File: src/rtl/bram_arbiter.sv
// Two-port arbiter in front of a single-port-per-direction BRAM. Requesters A and B
// share the RAM; a clear sweep can zero the whole memory. Read returns are tracked by a
// two-stage owner tag so each requester sees its own rvalid two cycles after acceptance.
module bram_arbiter #(
  parameter int unsigned PRIO_MODE = 1  // 1: round-robin, 0: fixed priority (A wins)
) (
  input  logic        clk,
  input  logic        rst_n,
  // Requester A
  input  logic        a_req,
  input  logic        a_we,
  input  logic [7:0]  a_addr,
  input  logic [15:0] a_wdata,
  input  logic [15:0] a_mask,
  output logic        a_gnt,
  output logic        a_rvalid,
  output logic [15:0] a_rdata,
  // Requester B
  input  logic        b_req,
  input  logic        b_we,
  input  logic [7:0]  b_addr,
  input  logic [15:0] b_wdata,
  input  logic [15:0] b_mask,
  output logic        b_gnt,
  output logic        b_rvalid,
  output logic [15:0] b_rdata,
  // Clear control
  input  logic        clr_start,
  output logic        clr_busy,
  // RAM side
  output logic [7:0]  bram_waddr,
  output logic [7:0]  bram_raddr,
  output logic [15:0] bram_wdata,
  output logic [15:0] bram_mask,
  output logic        bram_we,
  output logic        bram_wclke,
  output logic        bram_re,
  output logic        bram_rclke,
  input  logic [15:0] bram_rdata
);

  typedef enum logic {StIdle, StClear} state_e;

  state_e      state_q, state_d;
  logic [7:0]  cnt_q;
  logic        rr_q;  // 0: A has priority on contention, 1: B
  logic        tag1_v_q, tag1_b_q, tag2_v_q, tag2_b_q;
  logic [7:0]  waddr_q, raddr_q;
  logic [15:0] wdata_q, mask_q;
  logic        we_q, re_q;

  logic        can_grant, accept, sel_b, sel_we;
  logic [7:0]  sel_addr;
  logic [15:0] sel_wdata, sel_mask;

  // State register
  always_ff @(posedge clk) begin
    if (!rst_n) begin
      state_q <= StIdle;
    end else begin
      state_q <= state_d;
    end
  end

  // Next-state: enter CLEAR on clr_start, leave after the write for address 255
  always_comb begin
    state_d = state_q;
    unique case (state_q)
      StIdle:  if (clr_start) state_d = StClear;
      StClear: if (cnt_q == 8'hFF) state_d = StIdle;
      default: state_d = StIdle;
    endcase
  end

  // Outputs of the FSM: busy flag and grants (only in IDLE, never while clearing starts)
  always_comb begin
    clr_busy  = (state_q == StClear);
    can_grant = rst_n && (state_q == StIdle) && !clr_start;
    a_gnt     = can_grant && a_req && (!b_req || (PRIO_MODE == 0) || !rr_q);
    b_gnt     = can_grant && b_req && (!a_req || ((PRIO_MODE != 0) && rr_q));
  end

  // Select the accepted request's fields
  always_comb begin
    accept    = a_gnt || b_gnt;
    sel_b     = b_gnt;
    sel_we    = sel_b ? b_we    : a_we;
    sel_addr  = sel_b ? b_addr  : a_addr;
    sel_wdata = sel_b ? b_wdata : a_wdata;
    sel_mask  = sel_b ? b_mask  : a_mask;
  end

  // Registered RAM interface, clear counter, round-robin pointer and read-owner tags
  always_ff @(posedge clk) begin
    if (!rst_n) begin
      cnt_q    <= 8'h00;
      rr_q     <= 1'b0;
      tag1_v_q <= 1'b0;
      tag1_b_q <= 1'b0;
      tag2_v_q <= 1'b0;
      tag2_b_q <= 1'b0;
      waddr_q  <= 8'h00;
      raddr_q  <= 8'h00;
      wdata_q  <= 16'h0000;
      mask_q   <= 16'h0000;
      we_q     <= 1'b0;
      re_q     <= 1'b0;
    end else begin
      we_q     <= 1'b0;
      re_q     <= 1'b0;
      tag1_v_q <= 1'b0;
      tag1_b_q <= 1'b0;
      tag2_v_q <= tag1_v_q;
      tag2_b_q <= tag1_b_q;
      if (state_q == StClear) begin
        we_q    <= 1'b1;
        waddr_q <= cnt_q;
        wdata_q <= 16'h0000;
        mask_q  <= 16'h0000;
        cnt_q   <= cnt_q + 8'd1;  // wraps to 0 on the last sweep write
      end else if (accept) begin
        rr_q <= !sel_b;
        if (sel_we) begin
          we_q    <= 1'b1;
          waddr_q <= sel_addr;
          wdata_q <= sel_wdata;
          mask_q  <= sel_mask;
        end else begin
          re_q     <= 1'b1;
          raddr_q  <= sel_addr;
          tag1_v_q <= 1'b1;
          tag1_b_q <= sel_b;
        end
      end
    end
  end

  assign bram_waddr = waddr_q;
  assign bram_raddr = raddr_q;
  assign bram_wdata = wdata_q;
  assign bram_mask  = mask_q;
  assign bram_we    = we_q;
  assign bram_wclke = we_q;
  assign bram_re    = re_q;
  assign bram_rclke = re_q;

  assign a_rvalid = tag2_v_q && !tag2_b_q;
  assign b_rvalid = tag2_v_q && tag2_b_q;
  assign a_rdata  = bram_rdata;
  assign b_rdata  = bram_rdata;

endmodule

File: config.mk
export PLATFORM = sky130hd
export DESIGN_NAME = bram_arbiter
export DESIGN_NICKNAME = d
export VERILOG_FILES = /design/src/rtl/bram_arbiter.sv
export SDC_FILE = /design/constraint.sdc
export NUM_CORES = 1
export LEC_CHECK = 0
export CORE_MARGIN = 2
export CORE_UTILIZATION = 41
export DETAILED_ROUTE_END_ITERATION = 7
export PLACE_DENSITY_LB_ADDON = 0.2
export SLEW_MARGIN = 0
export SYNTH_ARGS = -nofsm -noshare
export SYNTH_HDL_FRONTEND = slang
export SYNTH_SLANG_ARGS = --single-unit
export TNS_END_PERCENT = 100
File: constraint.sdc
create_clock -name clk -period 2.99 [get_ports clk]
set_input_delay 0.598 -clock clk [delete_from_list [all_inputs] [get_ports clk]]
set_output_delay 0.598 -clock clk [all_outputs]
set_load 0.05 [all_outputs]
==> After elaboration in Yosys (flattened, before gate mapping) <==
Cells that the tools add are included.
{ "totals": {"ff_bits": 63, "inputBits": 103, "out_inout_bits": 89, "word_cells": 58} }
{ "classes": {"n_addsub": 1, "eq_ne": 1, "mux": 14, "bitwise_logic": 4, "reduce_logical": 26} }
{ "ops": {"columns": ["op", "count"], "rows": [
  ["two-way mux 16 bit", 2],
  ["two-way mux 8 bit", 4],
  ["adder 8 x 1 -> 8 bit, second input constant", 1],
  ["equality test 8 bit, second input constant", 1],
  ["logical AND 1 bit", 8],
  ["two-way mux 1 bit", 7],
  ["logical NOT 1 bit", 6],
  ["AND reduction 2 bit", 3],
  ["inverter 1 bit", 4],
  ["nonzero test 2 bit", 2],
  ["OR reduction 4 bit", 1],
  ["logical OR 1 bit", 3],
  ["AND reduction 3 bit", 1],
  ["OR reduction 3 bit", 1],
  ["case mux 1 bit (2 select lines)", 1],
  ["OR reduction 2 bit", 1]
]} }

==> Logic depth before layout (Yosys ltp) <==
Gate-level depths: netlist of run 1.
{ "depth": {"word_depth": 9, "ltp_mapped": 7, "ltp_nobuf": 5} }

==> Worst setup path after synthesis of run 1 <==
OpenSTA, ideal clock, no wires.
{ "synth_path": {"path_kind": "reg-to-output", "from": "register state_q, in the netlist clr_busy", "to": "output a_gnt", "arrival_time_ps": 1867, "t_required_ps": 2392, "setup_slack_ps": 525, "stages_incl_launch_ff": 6, "path_buffers": 2, "path_cell_list": "dfxtp_1 > buf_6 > nand2b_1 > clkbuf_1 > or2_1 > nor2_1"} }
{ "synth_between": {"elab_chain_cells": 5} }
{ "synth_rtl": {"columns": ["item", "line_no", "rtl"], "rows": [
  ["start, declared", "44", "state_e state_q, state_d;"],
  ["start signal, assigned", "59", "state_q <= StIdle;"],
  ["start signal, assigned", "61", "state_q <= state_d;"],
  ["inverter 1 bit (no source line)", null, null],
  ["logical AND 1 bit (2 in a row)", "78", "can_grant = rst_n && (state_q == StIdle) && !clr_start;"],
  ["logical AND 1 bit (2 in a row)", "79", "a_gnt = can_grant && a_req && (!b_req || (PRIO_MODE == 0) || !rr_q);"],
  ["end, declared", "15", "output logic a_gnt,"]
]} }
Every way passes these cells.

==> Worst setup path after layout of run 1 <==
{ "layout_path": {"from": "input rst_n", "to": "output b_gnt"} }
{ "layout_between": {"elab_chain_cells": 4} }
{ "layout_rtl": {"columns": ["item", "line_no", "rtl"], "rows": [
  ["start, declared", "8", "input logic rst_n,"],
  ["logical AND 1 bit (2 in a row)", "78", null],
  ["logical AND 1 bit (2 in a row)", "80", "b_gnt = can_grant && b_req && (!a_req || ((PRIO_MODE != 0) && rr_q));"],
  ["end, declared", "24", "output logic b_gnt,"]
]} }
Every way passes these cells.

==> impl_metrics.xml, run 1 <==
<?xml version="1.0" encoding="UTF-8"?>
<metrics>
  <group name="status">
    <metric name="status" unit="">complete, no violations</metric>
  </group>
  <group name="clocking">
    <metric name="postCtsSetupRepairBufs" unit="">0</metric>
    <metric name="clkSlewWorstSetupHoldPaths" unit="ps">70</metric>
    <metric name="cts_inserted_buffers" unit="">9</metric>
    <metric name="tritoncts_num_sinks" unit="">63</metric>
    <metric name="clockRootBuffer" unit="">clkbuf_8</metric>
    <metric name="clock_tree_from_tritoncts" unit="">yes</metric>
    <metric name="cts_htree_levels" unit="">3</metric>
    <metric name="clock_path_buffers" unit="">2</metric>
    <metric name="postCtsHoldBufs" unit="">0</metric>
    <metric name="count_of_cells_resized_by_post_cts_repair" unit="">0</metric>
    <metric name="clk-insertion-delay-late" unit="ps">330</metric>
  </group>
  <group name="logic_synthesis">
    <metric name="synth_simple_gate_area_share" unit="%">7.00</metric>
    <metric name="synth_async_sr_flop_share" unit="%">0</metric>
    <metric name="synth_compound_area_share" unit="%">27.0</metric>
    <metric name="muxShareOfSynthArea" unit="%">12.4</metric>
    <metric name="adder_cell_share_of_the_synthesized_area" unit="%">0.378</metric>
    <metric name="post_synth_main_area_contributors" unit="">dfxtp_1, mux2i_1, a211oi_2</metric>
    <metric name="synth.yosys.seq_area_share" unit="%">38.1</metric>
    <metric name="post_synth_instance_area" unit="µm²">3310</metric>
    <metric name="synth_top_cell_area_share" unit="%">38.1</metric>
    <metric name="dominant_combinational_cell_family_by_area_after_synthesis" unit="">compound AO/OA/AOI/OAI gates</metric>
    <metric name="yosysUniqueCellTypes" unit="">38</metric>
    <metric name="ys.warnings.count" unit="">0</metric>
    <metric name="synth_area_per_cell" unit="µm²">10.2</metric>
    <metric name="synth-xor-area-share" unit="%">1.59</metric>
    <metric name="synthesis.instances" unit="">324</metric>
    <metric name="number_of_enable_type_register_cells_in_the_synthesized_netlist" unit="">0</metric>
    <metric name="cell_accounting_for_the_most_synthesized_area" unit="">dfxtp_1</metric>
    <metric name="number_of_synthesized_register_bits" unit="">63</metric>
    <metric name="synth_fp_nets" unit="">428</metric>
    <metric name="synth-main-ff-cell" unit="">dfxtp_1</metric>
  </group>
  <group name="sta">
    <metric name="setup_ws" unit="ps">394</metric>
    <metric name="fin_setup_tns" unit="ps">0</metric>
    <metric name="finClkSkew" unit="ps">8.37</metric>
    <metric name="worst_slew_margin_rel" unit="%">27.1</metric>
    <metric name="max_slew.worst_pin.slew" unit="ps">1090</metric>
    <metric name="final_hold_viol_count" unit="">0</metric>
    <metric name="achievable-frequency" unit="GHz">0.385</metric>
    <metric name="grt_setup_unrepaired" unit="">false</metric>
    <metric name="finish_stage_setup_viols" unit="">0</metric>
    <metric name="maxSlewViolCount" unit="">0</metric>
    <metric name="final_period_minus_worst_setup_slack" unit="ps">2600</metric>
    <metric name="period_share" unit="%">86.8</metric>
  </group>
  <group name="final_layout">
    <metric name="seq_area" unit="µm²">1260</metric>
    <metric name="layout.cells.most_common" unit="">clkdlybuf4s50_1</metric>
    <metric name="instances_no_fill" unit="">532</metric>
    <metric name="final_cell_area" unit="µm²">4760</metric>
    <metric name="area_growth" unit="%">44.0</metric>
    <metric name="design.final.nets" unit="">529</metric>
    <metric name="fill_cell_instance_count_of_the_final_layout" unit="">632</metric>
    <metric name="antenna_cells" unit="">0</metric>
    <metric name="fraction_of_layout_cells_with_a_size_suffix_above_1" unit="%">15.1</metric>
    <metric name="multiInputGateArea" unit="µm²">1610</metric>
    <metric name="post-route-util" unit="%">61.3</metric>
    <metric name="commonest_cells_after_routing_fill_and_taps_aside" unit="">clkdlybuf4s50_1, dfxtp_1, a21oi_1</metric>
  </group>
  <group name="setup_path">
    <metric name="ff_to_ff_start" unit="">clr_busy</metric>
    <metric name="worst_setup_path_endpoint" unit="">b_gnt</metric>
    <metric name="ff2ff_path_depth" unit="">4</metric>
    <metric name="crit_type" unit="">primary input to output port</metric>
    <metric name="cp_data_required_time" unit="ps">2390</metric>
    <metric name="critPathMaxFanout" unit="">11</metric>
    <metric name="crit_path_end_kind" unit="">output port</metric>
    <metric name="worst_setup_path_start_kind" unit="">primary input</metric>
    <metric name="r2r_slack" unit="ps">870</metric>
    <metric name="crit_start" unit="">rst_n</metric>
    <metric name="critical_path_arrival" unit="ps">2000</metric>
    <metric name="r2r-end" unit="">bram_mask[3]</metric>
  </group>
  <group name="global_route">
    <metric name="antenna_found_initial" unit="">0</metric>
    <metric name="grt_pass1_wl" unit="µm">13200</metric>
    <metric name="globalRouteOverflowTotal" unit="">0</metric>
    <metric name="gr-usage-all-layers" unit="%">19.1</metric>
    <metric name="grt_pass1_vias" unit="">2719</metric>
    <metric name="grt_max_degree" unit="">45</metric>
  </group>
  <group name="routing">
    <metric name="route.detailed.vias_per_inst" unit="">5.27</metric>
    <metric name="drcViolationCount" unit="">0</metric>
    <metric name="post_drt_wl_per_cell" unit="µm">16.5</metric>
    <metric name="route.vias.total" unit="">2802</metric>
    <metric name="totalWireLength" unit="µm">8760</metric>
    <metric name="dr.first_iter.drc_count" unit="">77</metric>
    <metric name="drt_pre_antenna_iters" unit="">6</metric>
    <metric name="postRouteAntennaNets" unit="">0</metric>
  </group>
  <group name="pwr">
    <metric name="cellLeakagePower" unit="µW">0.00181</metric>
    <metric name="worst_ir_drop_vdd" unit="mV">0.267</metric>
    <metric name="power_density" unit="nW/µm²">448</metric>
  </group>
  <group name="place">
    <metric name="cell_area_reported_after_detailed_placement" unit="µm²">4540</metric>
    <metric name="place.port_buffers" unit="">143</metric>
    <metric name="detail_placement_hpwl" unit="µm">6320</metric>
    <metric name="placed_cells" unit="">516</metric>
    <metric name="gpl.final_weighted_congestion" unit="">0.821</metric>
    <metric name="dp_slack" unit="ps">163</metric>
  </group>
  <group name="die">
    <metric name="initial_utilization" unit="%">42.6</metric>
    <metric name="core_area" unit="µm²">7770</metric>
    <metric name="floorplan.die.width" unit="µm">93.8</metric>
    <metric name="pin_count" unit="">192</metric>
    <metric name="num_rows" unit="">32</metric>
    <metric name="die_h" unit="µm">93.8</metric>
    <metric name="die-area" unit="µm²">8800</metric>
  </group>
  <group name="worst_hold_path">
    <metric name="hold_path.class" unit="">flop to flop</metric>
  </group>
  <group name="job">
    <metric name="cap_violations" unit="">0</metric>
  </group>
</metrics>
final cells by class:
cell class | count | share of cell area, %
multi-input cells | 196 | 33.8
repair buffers | 152 | 32.1
flip-flops and latches | 63 | 26.5
clock buffers | 11 | 2.97
well taps | 102 | 2.68
clock inverters | 5 | 1.71
inverters | 3 | 0.236
cell families after synthesis:
kind of cell / Yosys count
buf+inv: 65
flops: 63
compound gates: 108
xor+xnor: 6
mux: 41
fa+ha+maj: 1
simple gates: 40
worst min-delay path by stage:
stage               slack, ps        to  depth (start not counted)  startpoint
detailed placement        420  tag2_b_q                          1    tag1_b_q
global placement          440  tag2_b_q                          1    tag1_b_q
CTS                       450  tag2_b_q                          1    tag1_b_q
floorplan                 410  tag2_b_q                          1    tag1_b_q
finish                    450  tag2_b_q                          1    tag1_b_q
global route              460  tag2_b_q                          1    tag1_b_q
report_power, final:
part	total (µW)	switching (µW)	internal [µW]
Combinational	432	231	201
Clock	820	327	493
Sequential	883	19.2	864
cell usage after synthesis, drive strengths merged (2+ instances only):
cell / n
buf: 52
nand3: 11
o2111ai: 8
nand2b: 2
mux2i: 41
a211oi: 40
nand2: 4
o211ai: 8
o21ai: 2
nor2: 11
xnor2: 3
a21oi: 43
and2: 4
nor2b: 2
clkbuf: 10
dfxtp: 63
xor2: 3
nand4: 2
clkinv: 2
registers in the layout, summed over array words and instances (netlist names), 8 cells and up:
signal,flops
bram_wdata,16
bram_raddr,8
cnt_q,8
bram_waddr,8
bram_mask,16
metal layers:
metal	routed length, µm	global-route usage, %	vias up
met4	149	6.04	0
met2	4390	32.4	106
met5	0	0	-
li1	-	-	1363
met3	639	6.66	20
met1	3580	22.5	1313
stage by stage:
stage                     hold slack (ps)  power (µW)
after floorplan                       412        1260
after global placement                441        1330
after detailed placement              423        1340
after CTS                             449        2160
after global routing                  462        2230
final                                 445        2130
critical path: stages:
cell	delay, ps
clkdlybuf4s50_1	580
nor3b_4	290
nand3_4	250
inv_2	140
buf_12	140
Note: power is estimated with default switching activity, not from simulation.
==> run 2: changes to the inputs <==
--- a/config.mk
+++ b/config.mk
@@ -6,7 +6,7 @@
 export NUM_CORES = 1
 export LEC_CHECK = 0
 export CORE_MARGIN = 2
-export CORE_UTILIZATION = 41
+export CORE_UTILIZATION = 38
 export DETAILED_ROUTE_END_ITERATION = 7
 export PLACE_DENSITY_LB_ADDON = 0.2
 export SLEW_MARGIN = 0
==> constraint.sdc (replaced) <==
create_clock -name clk -period 2.6 [get_ports clk]
set_input_delay 0.52 -clock clk [delete_from_list [all_inputs] [get_ports clk]]
set_output_delay 0.52 -clock clk [all_outputs]
set_load 0.05 [all_outputs]
==> impl_metrics.xml, run 2 (synthesis results as in run 1) <==
<?xml version="1.0" encoding="UTF-8"?>
<metrics>
  <group name="setup_path">
    <metric name="r2r-end" unit="">bram_wdata[5]</metric>
    <metric name="critPathMaxFanout" unit="">10</metric>
    <metric name="critical_path_arrival" unit="ps">1870</metric>
    <metric name="worst_setup_path_start_kind" unit="">primary input</metric>
    <metric name="crit_type" unit="">primary input to output port</metric>
    <metric name="crit_path_end_kind" unit="">output port</metric>
    <metric name="ff2ff_path_depth" unit="">5</metric>
    <metric name="ff_to_ff_start" unit="">clr_busy</metric>
    <metric name="cp_data_required_time" unit="ps">2080</metric>
    <metric name="r2r_slack" unit="ps">910</metric>
  </group>
  <group name="die">
    <metric name="pin_count" unit="">192</metric>
    <metric name="die-area" unit="µm²">9470</metric>
    <metric name="floorplan.die.width" unit="µm">97.3</metric>
    <metric name="core_area" unit="µm²">8590</metric>
    <metric name="num_rows" unit="">34</metric>
    <metric name="initial_utilization" unit="%">38.5</metric>
    <metric name="die_h" unit="µm">97.3</metric>
  </group>
  <group name="routing">
    <metric name="post_drt_wl_per_cell" unit="µm">16.3</metric>
    <metric name="drcViolationCount" unit="">0</metric>
    <metric name="route.detailed.vias_per_inst" unit="">5.22</metric>
    <metric name="dr.first_iter.drc_count" unit="">76</metric>
    <metric name="route.vias.total" unit="">2817</metric>
    <metric name="totalWireLength" unit="µm">8820</metric>
    <metric name="drt_pre_antenna_iters" unit="">4</metric>
    <metric name="postRouteAntennaNets" unit="">0</metric>
  </group>
  <group name="clocking">
    <metric name="count_of_cells_resized_by_post_cts_repair" unit="">0</metric>
    <metric name="postCtsHoldBufs" unit="">0</metric>
    <metric name="clock_tree_from_tritoncts" unit="">yes</metric>
    <metric name="postCtsSetupRepairBufs" unit="">0</metric>
    <metric name="clockRootBuffer" unit="">clkbuf_8</metric>
    <metric name="clkSlewWorstSetupHoldPaths" unit="ps">70</metric>
    <metric name="clk-insertion-delay-late" unit="ps">330</metric>
    <metric name="tritoncts_num_sinks" unit="">63</metric>
    <metric name="cts_inserted_buffers" unit="">9</metric>
    <metric name="cts_htree_levels" unit="">3</metric>
    <metric name="clock_path_buffers" unit="">2</metric>
  </group>
  <group name="worst_hold_path">
    <metric name="whs_endpoint" unit="">tag2_b_q</metric>
    <metric name="min_from" unit="">tag1_b_q</metric>
    <metric name="whs_path_depth" unit="">1</metric>
    <metric name="hold_path.class" unit="">flop to flop</metric>
  </group>
  <group name="final_layout">
    <metric name="design.final.nets" unit="">532</metric>
    <metric name="antenna_cells" unit="">0</metric>
    <metric name="area_growth" unit="%">44.6</metric>
    <metric name="fraction_of_layout_cells_with_a_size_suffix_above_1" unit="%">15.5</metric>
    <metric name="instances_no_fill" unit="">540</metric>
    <metric name="post-route-util" unit="%">55.6</metric>
    <metric name="fill_cell_instance_count_of_the_final_layout" unit="">811</metric>
    <metric name="layout.cells.most_common" unit="">clkdlybuf4s50_1</metric>
    <metric name="commonest_cells_after_routing_fill_and_taps_aside" unit="">clkdlybuf4s50_1, dfxtp_1, a21oi_1</metric>
  </group>
  <group name="sta">
    <metric name="grt_setup_unrepaired" unit="">false</metric>
    <metric name="finish_stage_setup_viols" unit="">0</metric>
    <metric name="achievable-frequency" unit="GHz">0.418</metric>
    <metric name="fin_setup_tns" unit="ps">0</metric>
    <metric name="final_period_minus_worst_setup_slack" unit="ps">2390</metric>
    <metric name="max_slew.worst_pin.slew" unit="ps">531</metric>
    <metric name="final_hold_viol_count" unit="">0</metric>
    <metric name="setup_ws" unit="ps">205</metric>
    <metric name="worst_slew_margin_rel" unit="%">64.5</metric>
    <metric name="maxSlewViolCount" unit="">0</metric>
    <metric name="finClkSkew" unit="ps">7.56</metric>
    <metric name="period_share" unit="%">92.1</metric>
  </group>
  <group name="global_route">
    <metric name="gr-usage-all-layers" unit="%">18.3</metric>
    <metric name="globalRouteOverflowTotal" unit="">0</metric>
    <metric name="grt_max_degree" unit="">33</metric>
    <metric name="grt_pass1_vias" unit="">2695</metric>
    <metric name="grt_pass1_wl" unit="µm">13900</metric>
    <metric name="antenna_found_initial" unit="">0</metric>
  </group>
  <group name="pwr">
    <metric name="worst_ir_drop_vdd" unit="mV">0.304</metric>
    <metric name="power.total" unit="µW">2370</metric>
    <metric name="cellLeakagePower" unit="µW">0.00182</metric>
    <metric name="power_density" unit="nW/µm²">497</metric>
  </group>
  <group name="status">
    <metric name="status" unit="">complete, no violations</metric>
  </group>
  <group name="place">
    <metric name="gpl.final_weighted_congestion" unit="">0.823</metric>
    <metric name="dp_slack" unit="ps">221</metric>
    <metric name="place.port_buffers" unit="">143</metric>
    <metric name="detail_placement_hpwl" unit="µm">6520</metric>
    <metric name="placed_cells" unit="">525</metric>
  </group>
  <group name="job">
    <metric name="cap_violations" unit="">0</metric>
  </group>
</metrics>
-- run 2: changes by cell type in the layout (fill, tap and decap cells not counted) --
cell	delta
buf_12	+1
buf_4	+2
bufinv_16	-1
clkbuf_8	+1
clkinv_4	-1
-- run 2: worst max-delay path, stage by stage --
cell             delay [ps]
clkdlybuf4s50_1         480
buf_4                   200
or2_1                   280
nor2_1                  220
buf_12                  170
-- run 2: area by class of cell --
cell class / instances / area [µm²] / share of cell area [%]
Clock inverter: 3 / 42.5 / 0.890
Tap cell: 108 / 135 / 2.83
Timing Repair Buffer: 155 / 1570 / 32.8
Sequential cell: 63 / 1260 / 26.4
Clock buffer: 12 / 155 / 3.24
Inverter: 3 / 11.3 / 0.235
Multi-Input combinational cell: 196 / 1610 / 33.7
-- run 2: worst max-delay path by stage --
| stage | start | endpoint | slack, ps |
|---|---|---|---|
| global route | clr_start | a_gnt | 170 |
| finish | clr_start | a_gnt | 210 |
| detailed placement | clr_start | a_gnt | 220 |
| CTS | clr_start | a_gnt | 220 |
| global placement | clr_start | a_gnt | 220 |
| floorplan | clr_busy | a_gnt | 210 |
-- run 2: layer usage --
metal	part of all wire [%]	global-route usage, %	wire length, µm
met1	43	22.6	3760
met2	48	30.1	4220
met3	7.3	4.75	646
met4	2.3	8.33	203
met5	0	0	0
-- run 2: through the flow --
step | hold slack (ps) | instance area [µm²]
floorplan | 412 | 3310
global placement | 429 | 4580
detailed placement | 434 | 4580
CTS | 444 | 4780
global route | 459 | 4780
finish | 439 | 4780
-- run 2: power by group --
part / switching, µW / internal [µW]
Clock: 366 / 489
Sequential: 21.4 / 994
Combinational: 267 / 237
